File: config.mk
export PLATFORM = sky130hd
export DESIGN_NAME = cl_bram_feeder_a
export DESIGN_NICKNAME = d
export VERILOG_FILES = /design/src/rtl/cl_systolic_pkg.sv /design/src/rtl/cl_skew_line.sv /design/src/rtl/cl_bram_feeder_a.sv
export SDC_FILE = /design/constraint.sdc
export NUM_CORES = 1
export LEC_CHECK = 0
export CAP_MARGIN = 30
export CORE_MARGIN = 8
export CORE_UTILIZATION = 40
export DETAILED_ROUTE_END_ITERATION = 7
export PLACE_DENSITY_LB_ADDON = 0.3
export SYNTH_ARGS = -nofsm -noshare
export SYNTH_HDL_FRONTEND = slang
export SYNTH_SLANG_ARGS = --single-unit
File: constraint.sdc
create_clock -name clk -period 4.7 [get_ports clk]
set_input_delay 1.175 -clock clk [delete_from_list [all_inputs] [get_ports clk]]
set_output_delay 1.175 -clock clk [all_outputs]
set_load 0.02 [all_outputs]
File: src/rtl/cl_systolic_pkg.sv
// Shared constants and FSM state type for the systolic-array BRAM feeder.
package cl_systolic_pkg;

  localparam int DATA_SIZE        = 8;
  localparam int SYSTOLIC_SIZE    = 8;
  localparam int MEMORY_DATA_SIZE = 64;
  localparam int DEPTH            = 128;
  // Counters must hold the value DEPTH itself, not just DEPTH-1.
  localparam int CNT_W            = $clog2(DEPTH) + 1;

  typedef enum logic [1:0] {
    IDLE  = 2'd0,
    READ  = 2'd1,
    DRAIN = 2'd2,
    DONE  = 2'd3
  } state_t;

endpackage

File: src/rtl/cl_skew_line.sv
// Fixed-length delay line for one systolic lane; DELAY=0 is a plain wire.
module cl_skew_line #(
  parameter int data_size = 8,
  parameter int DELAY     = 1
) (
  input  logic                 clk,
  input  logic                 reset,
  input  logic [data_size-1:0] d_i,
  output logic [data_size-1:0] q_o
);

  if (DELAY == 0) begin : g_wire
    logic unused_s;
    assign unused_s = clk ^ reset;
    assign q_o      = d_i;
  end else begin : g_pipe
    logic [data_size-1:0] stage_q [DELAY];

    always_ff @(posedge clk) begin
      if (!reset) begin
        for (int j = 0; j < DELAY; j++) begin
          stage_q[j] <= {data_size{1'b0}};
        end
      end else begin
        stage_q[0] <= d_i;
        for (int j = 1; j < DELAY; j++) begin
          stage_q[j] <= stage_q[j-1];
        end
      end
    end

    assign q_o = stage_q[DELAY-1];
  end

endmodule

File: src/rtl/cl_bram_feeder_a.sv
// Reads num_rows BRAM words, feeds them lane-skewed into a systolic array and
// writes the returned result words back to a second BRAM region.
module cl_bram_feeder_a
  import cl_systolic_pkg::*;
#(
  parameter int data_size        = DATA_SIZE,
  parameter int systolic_size    = SYSTOLIC_SIZE,
  parameter int memory_data_size = MEMORY_DATA_SIZE
) (
  input  logic                        clk,
  input  logic                        reset,
  input  logic                        start,
  input  logic [31:0]                 base_addr_a,
  input  logic [31:0]                 base_addr_out,
  input  logic [7:0]                  num_rows,
  output logic                        work,
  output logic                        out_in,
  output logic [31:0]                 memory_address_A,
  input  logic [memory_data_size-1:0] memory_in_a,
  output logic                        in_out,
  output logic [31:0]                 memory_address_OUT,
  output logic [memory_data_size-1:0] memory_out,
  output logic                        feed_valid,
  output logic [memory_data_size-1:0] feed_data,
  input  logic                        res_valid,
  input  logic [memory_data_size-1:0] res_data,
  output logic                        busy,
  output logic                        done
);

  state_t                   state_q, state_d;
  logic [CNT_W-1:0]         n_q, n_d;
  logic [CNT_W-1:0]         rd_idx_q, rd_idx_d;
  logic [CNT_W-1:0]         w_q, w_d;
  logic [31:0]              base_out_q, base_out_d;
  logic [31:0]              addr_a_q, addr_a_d;
  logic                     out_in_q, out_in_d;
  logic                     rd_valid_q;
  logic [systolic_size-2:0] vld_sr_q;
  logic                     wr_en_s;
  logic                     cap_en_s;
  logic                     pipe_busy_s;

  // Result writes are accepted only while reading/draining and until every row is written.
  assign wr_en_s  = reset && res_valid && ((state_q == READ) || (state_q == DRAIN)) && (w_q < n_q);
  assign cap_en_s = reset && rd_valid_q;

  assign pipe_busy_s = rd_valid_q | (|vld_sr_q);

  // State, job parameters and the read/write bookkeeping.
  always_ff @(posedge clk) begin
    if (!reset) begin
      state_q    <= IDLE;
      n_q        <= {CNT_W{1'b0}};
      rd_idx_q   <= {CNT_W{1'b0}};
      w_q        <= {CNT_W{1'b0}};
      base_out_q <= 32'd0;
      addr_a_q   <= 32'd0;
      out_in_q   <= 1'b0;
      rd_valid_q <= 1'b0;
      vld_sr_q   <= {(systolic_size-1){1'b0}};
    end else begin
      state_q    <= state_d;
      n_q        <= n_d;
      rd_idx_q   <= rd_idx_d;
      w_q        <= w_d;
      base_out_q <= base_out_d;
      addr_a_q   <= addr_a_d;
      out_in_q   <= out_in_d;
      rd_valid_q <= out_in_q;
      vld_sr_q   <= {vld_sr_q[systolic_size-3:0], rd_valid_q};
    end
  end

  // Next-state logic; read address/enable are computed one cycle ahead so they leave a flop.
  always_comb begin
    state_d    = state_q;
    n_d        = n_q;
    rd_idx_d   = rd_idx_q;
    w_d        = w_q + {{(CNT_W-1){1'b0}}, wr_en_s};
    base_out_d = base_out_q;
    addr_a_d   = addr_a_q;
    out_in_d   = out_in_q;
    case (state_q)
      IDLE: begin
        if (start) begin
          n_d        = num_rows;
          base_out_d = base_addr_out;
          w_d        = {CNT_W{1'b0}};
          rd_idx_d   = {CNT_W{1'b0}};
          if (num_rows == 8'd0) begin
            state_d = DONE;
          end else begin
            state_d  = READ;
            out_in_d = 1'b1;
            addr_a_d = base_addr_a;
          end
        end else begin
          state_d = IDLE;
        end
      end
      READ: begin
        if (rd_idx_q == (n_q - {{(CNT_W-1){1'b0}}, 1'b1})) begin
          state_d  = DRAIN;
          out_in_d = 1'b0;
          addr_a_d = 32'd0;
        end else begin
          rd_idx_d = rd_idx_q + {{(CNT_W-1){1'b0}}, 1'b1};
          addr_a_d = addr_a_q + 32'd1;
        end
      end
      DRAIN: begin
        if (!pipe_busy_s && (w_d == n_q)) begin
          state_d = DONE;
        end else begin
          state_d = DRAIN;
        end
      end
      DONE: begin
        state_d = IDLE;
      end
      default: begin
        state_d  = IDLE;
        out_in_d = 1'b0;
      end
    endcase
  end

  // Lane i of the captured word is delayed by i cycles to form the skew wavefront.
  for (genvar i = 0; i < systolic_size; i++) begin : g_lane
    logic [data_size-1:0] lane_in_s;
    assign lane_in_s = cap_en_s ? memory_in_a[i*data_size +: data_size] : {data_size{1'b0}};

    cl_skew_line #(
      .data_size(data_size),
      .DELAY    (i)
    ) u_skew (
      .clk  (clk),
      .reset(reset),
      .d_i  (lane_in_s),
      .q_o  (feed_data[i*data_size +: data_size])
    );
  end

  assign feed_valid         = reset && pipe_busy_s;
  assign out_in             = out_in_q;
  assign memory_address_A   = addr_a_q;
  assign in_out             = wr_en_s;
  assign memory_address_OUT = wr_en_s ? (base_out_q + {{(32-CNT_W){1'b0}}, w_q}) : 32'd0;
  assign memory_out         = wr_en_s ? res_data : {memory_data_size{1'b0}};
  assign busy               = (state_q != IDLE);
  assign work               = (state_q != IDLE);
  assign done               = (state_q == DONE);

endmodule

==> out/metrics.yaml, run 1 <==
fin_skew_ps: 13.3
io_pins: 402
cts_setup_buffers: 0
clock_latency_ps: 510
clk_pin_slew_worst_paths_ps: 60
finalCriticalPeriod_ps: 4570
postLayoutCellArea_um2: 17700
antenna_found_initial: 1
coreArea_um2: 30500
synth_mux_area_frac: 0.000810
status: "complete, no violations"
num_rows: 64
r2r_end: "state_q[0]"
drc_errors: 0
grt_max_degree: 126
areaGrowthSynthToFinish_pct: 43.1
async_flop_share: 0
required_ps: 3520
floorplan.initialDensity: 0.405
fmax_ghz: 0.219
synth_xor_area_frac: 0.0567
reg2reg_depth: 18
ctsLongestPathBuffers: 3
synth_most_common_cell: "dfxtp_1"
cts_tree: "built"
grt_overflow: 0
critical_path_class: "primary input to primary output"
setup_slack_ps: 131
maxSlewViolCount: 0
synth_compound_area_frac: 0.0683
h-tree-depth: 2
yosysSeqAreaShare: 0.523
ys.flop_type: "dfxtp_1"
hp-class: "register to register"
end_kind: "primary output"
grt_pass1_vias: 9820
finalHoldViolCount: 0
drive_gt1_frac: 0.0472
placed_area_um2: 16400
start_kind: "primary input"
worst_pin_slew_ps: 896
synthAdderAreaFrac: 0.0269
cts_hold_buf: 0
peakVddDrop_mv: 0.258
arrival_ps: 3390
cap_violations: 0
ys_ff_latch: 323
gp_congestion: 0.842
finish.net_count: 1897
yosys-top-cells-count: "323 x dfxtp_1, 246 x and2_1, 146 x nand2_1"
relSlewSlack: 0.402
yosys.area.top_type_share: 0.523
period_share: 0.972
dieHeight_um: 192
synth_warnings: 0
vias_per_cell: 4.72
dpl.hpwl_um: 25100
avgRoutedWirePerCell_um: 16.3
numPortBuffers: 401
avgSynthCellArea_um2: 9.32
grt_use_total: 0.175
setup_violations: 0
min_path_cells: 1
p_leak_uw: 0.00715
place_ws_ps: 117
reg2reg_slack_ps: 1000
power_density_nw_per_um2: 396
syn_nets: 1555
postSynthCellCount: 1325
whs_endpoint: "g_lane[6].u_skew.g_pipe.stage_q[0][23]"
routed_wl_um: 34100
r2r-start: "n_q[1]"
synth-simple-area-share: 0.274
ctsRootBufferMaster: "clkbuf_16"
firstDrtPassIters: 5
synth_edf_count: 0
drtAntennaViolNets: 0
vias: 9869
die_w_um: 192
yosysTopAreaCell: "dfxtp_1"
drt_first_iter_violations: 462
antenna_cells: 0
cts.sinks: 323
synth.cell_area_um2: 12400
path_max_fanout: 66
grt_pass1_wl_um: 52000
fp.dieArea_um2: 36800
cts_buffers: 36
hold_path.startpoint: "g_lane[6].u_skew.g_pipe.stage_q[0][15]"
post_synth_num_cell_types: 53
synth_top_family_by_area: "simple AND/OR/NAND/NOR gates"
synth_area_leaders: "dfxtp_1 52%, and2_1 12%, nand2_1 4.4%"
## cell families (layout without fill, tap and decap cells)
kind of cell	Yosys count	count (layout)
buf+inv	129	498
xor+xnor	80	80
compound gates	141	141
flops	323	323
simple gates	625	625
fa+ha+maj	26	26
mux	1	1
## report_power, final
part           switching (uW)  total, uW  internal [uW]
clock network            1080       2890           1810
registers                 132       3000           2870
logic                     588       1120            529
total                    1800       7010           5210
## placed cells by master (no fill, tap or decap), types with 5 or more instances in the layout
master,count
a21o_1,5
a21oi_1,58
and2_1,246
and3_1,84
and4_1,7
buf_4,12
bufinv_16,5
clkbuf_1,8
clkbuf_16,36
clkbuf_8,7
clkdlybuf4s50_1,399
dfxtp_1,322
ha_1,25
inv_1,18
nand2_1,146
nand3_1,32
nand4_1,19
nor2_1,59
nor3_1,9
nor4_1,8
o21ai_0,25
o21ai_1,12
xnor2_1,28
xor2_1,52
## sequential cells by signal (all words and copies together), names as in the netlist
signal / count
g_lane.u_skew.g_pipe.stage_q: 224
w_q: 8
vld_sr_q: 7
rd_idx_q: 8
base_out_q: 32
n_q: 8
rd_valid_q: 1
memory_address_A: 32
state_q: 2
out_in: 1
## how the worst max path moves through the flow
stage | start | endpoint | slack [ps] | cells after the start
floorplan | reset | memory_out[54] | 930 | 6
global placement | res_valid | memory_out[48] | 160 | 8
detailed placement | res_valid | memory_out[7] | 120 | 8
CTS | w_q[0] | memory_address_OUT[24] | 50 | 11
global route | w_q[4] | memory_address_OUT[27] | -2 | 9
finish | res_valid | memory_out[7] | 130 | 8
## metrics by stage
| step | instances | TNS (ps) | hold slack [ps] | total power (uW) | utilization |
|---|---|---|---|---|---|
| after floorplan | 1325 | 0 | 412 | 3650 | - |
| after global placement | 2025 | 0 | 413 | 4170 | 0.539 |
| after detailed placement | 2025 | 0 | 417 | 4180 | 0.539 |
| after CTS | 2090 | 0 | 425 | 7110 | 0.579 |
| after global routing | 2090 | -1.60 | 438 | 7340 | 0.580 |
| final | 2090 | 0 | 426 | 7010 | 0.580 |
## per-layer routing
metal  vias up  part of all wire  GRT usage
met3        65             0.079     0.0548
met1      4535              0.42      0.209
met5         -                 0          0
met4         0             0.028     0.0631
li1       5001                 -          -
met2       268              0.48      0.292
## area by class of cell
class / instances / area, um2
sequential: 323 / 6470
inverter: 20 / 75.1
clock inverter: 14 / 219
multi-input combinational: 873 / 5280
tap: 396 / 495
timing repair buffer: 413 / 4120
clock buffer: 51 / 1030
fill: 2652 / 12800
## critical path: stages
cell and delay (ps):
clkdlybuf4s50_1 460, nand2_1 50, a2111oi_1 420, o21ai_2 110, inv_1 130, buf_12 230, and2_1 160, clkdlybuf4s50_1 630
## repair_timing
item                                    in CTS  in global routing
endpoints found under the hold margin        0                  0
resized for setup                            0                  3
endpoints found under the setup margin       0                 77
No activity file was read; power rests on OpenSTA's default activity.
==> run 2, diff against run 1 <==
ABC_CLOCK_PERIOD_IN_PS = 4700   (was unset)
TNS_END_PERCENT = 30   (was unset)
==> results of run 2 <==
The final DEF is identical to that of run 1; final timing and power are the same.
==> run 3, diff against run 2 <==
CORE_UTILIZATION = 50   (was 40)
==> run 3 against run 2 <==
- flip-flop and latch count unchanged
- first-iteration DRC count rose by 23%
- worst hold slack worse by 0.88 ps
- register-to-register slack improved by 80 ps
- via count is 0.59% higher
- power is 3.8% lower
- non-clock buffer count fell by 2
- die area decreased by 18%
- cell count fell by 3.9%
- sequential power is essentially flat
- critical path type is now register to primary output
- largest cell class unchanged
==> out/metrics.yaml, run 3 (synthesized netlist as in run 1, its figures left out) <==
status: "complete, no violations"
finalHoldViolCount: 0  # unchanged
num_rows: 57  # -11%
die_w_um: 173  # -9.7%
fin_skew_ps: 11.7  # -1.59 ps
fp.dieArea_um2: 30000  # -18%
crit_path_start: "w_q[4]"
cts_tree: "built"
gp_congestion: 0.855  # +1.6%
routed_wl_um: 33300  # -2.1%
cts_setup_buffers: 0  # unchanged
fmax_ghz: 0.219  # -0.16%
antenna_found_initial: 0  # -1
grt_max_degree: 139  # +10%
drtAntennaViolNets: 0  # unchanged
share_comb_of_total_power: 0.166  # +0.006
dieHeight_um: 173  # -9.7%
swShare: 0.261  # +0.00393
antenna_cells: 0  # unchanged
areaGrowthSynthToFinish_pct: 41.3
largest_reg_flops: 224  # unchanged
period_share: 0.974  # +0.00159
power_density_nw_per_um2: 386  # -2.5%
ctsLongestPathBuffers: 3  # unchanged
hold_path.startpoint: "g_lane[7].u_skew.g_pipe.stage_q[4][0]"
max_flop_register: "g_lane.u_skew.g_pipe.stage_q"
peakVddDrop_mv: 0.313  # +21%
rsz0062_at_grt: "no"
power.share.sequential: 0.445  # +0.016
critical_path_class: "register to primary output"
hp-class: "register to register"
required_ps: 3520  # about the same
switchingPower_uw: 1760  # -2.3%
start_kind: "register"
coreArea_um2: 24300  # -20%
postLayoutCellArea_um2: 17500  # -1.3%
whs_ps: 425  # -0.877 ps
cts_hold_buf: 0  # unchanged
cts_buffers: 31  # -14%
final_common_cell: "clkdlybuf4s50_1"
relSlewSlack: 0.403  # +0.00101
final_util: 0.718  # +0.138
finalCriticalPeriod_ps: 4580  # +7.47 ps
cap_violations: 0  # unchanged
vias_per_cell: 4.94  # +4.7%
clk_pin_slew_worst_paths_ps: 70  # about the same
avgRoutedWirePerCell_um: 16.6  # +1.9%
ctsRootBufferMaster: "clkbuf_16"
r2r-start: "n_q[1]"
p_int_uw: 4980  # -4.3%
drc_errors: 0  # unchanged
placed_area_um2: 16300  # -0.64%
path_max_fanout: 11  # -83%
grt_overflow: 0  # unchanged
floorplan.initialDensity: 0.508  # +0.103
vias: 9927  # +0.59%
finish.net_count: 1890  # -0.37%
mostFrequentLayoutCells: "395 x clkdlybuf4s50_1, 322 x dfxtp_1, 246 x and2_1, 146 x nand2_1, 84 x and3_1"
grt_pass1_vias: 9951  # +1.3%
cts.sinks: 323  # unchanged
clock_latency_ps: 560  # +50 ps
p_leak_uw: 0.00715  # about the same
maxSlewViolCount: 0  # unchanged
h-tree-depth: 1  # -1
numPortBuffers: 401  # unchanged
setup_violations: 0  # unchanged
drt_first_iter_violations: 567  # +23%
finalSetupTns_ps: 0  # unchanged
end_kind: "primary output"
clockPowerShare: 0.389  # -0.023
io_pins: 402  # unchanged
dpl.hpwl_um: 24300  # -3.3%
drive_gt1_frac: 0.0457  # -0.00150
worst_pin_slew_ps: 895  # -1.39 ps
grt_pass1_wl_um: 53200  # +2.3%
grt_use_total: 0.213  # +0.0383
firstDrtPassIters: 5  # unchanged
arrival_ps: 3400  # about the same
==> run 3: through the flow <==
stage | worst slack, ps | instances | power (uW)
final | 124 | 2008 | 6740
after global placement | 165 | 1951 | 4150
after global routing | 3.19 | 2008 | 7020
after floorplan | 926 | 1325 | 3650
after detailed placement | 41.7 | 1951 | 4170
after CTS | 59.5 | 2008 | 6790
==> run 3: layout make-up <==
type                    count  area (um2)
fillers                  1793        6860
repair buffers            411        4110
multi-input cells         873        5290
flip-flops and latches    323        6470
clock buffers              41         873
clock inverters            16         229
inverters                  20        75.1
well taps                 324         405
==> run 3: routing by layer <==
| metal | part of all wire | global-route usage | wire length [um] |
|---|---|---|---|
| met1 | 0.40 | 0.245 | 13500 |
| met2 | 0.50 | 0.378 | 16500 |
| met3 | 0.070 | 0.0577 | 2330 |
| met4 | 0.031 | 0.0719 | 1030 |
| met5 | 0 | 0 | 0 |
==> run 3: power groups by stage <==
stage	combinational (uW)	sequential [uW]	clock, uW
2_1_floorplan	569	3080	0
3_3_place_gp	1100	3050	0
3_5_place_dp	1110	3060	0
4_1_cts	1120	3000	2680
5_1_grt	1210	3020	2790
6_report	1120	3000	2620
==> run 3: path summary, 6_finish.rpt <==
kind                                                              end  slack (ps)  cells after the start
worst max-delay path                           memory_address_OUT[13]         120                      9
worst min-delay path            g_lane[7].u_skew.g_pipe.stage_q[5][0]         430                      1
worst max register to register                             state_q[0]        1080                     18
worst min register to register  g_lane[7].u_skew.g_pipe.stage_q[5][0]         430                      1
==> run 3: what timing repair did <==
action	4_1_cts	5_1_grt
endpoints found under the hold margin	0	0
endpoints found under the setup margin	1	79
resized for setup	1	9
==> run 3: worst max-delay path, stage by stage (launching register included) <==
cell             delay (ps)
dfxtp_1                 440
ha_1                    350
a21o_1                  210
a21o_1                  190
a211o_1                 300
o21a_2                  300
nand3_1                 140
xor2_1                  290
nor2_1                   70
clkdlybuf4s50_1         550
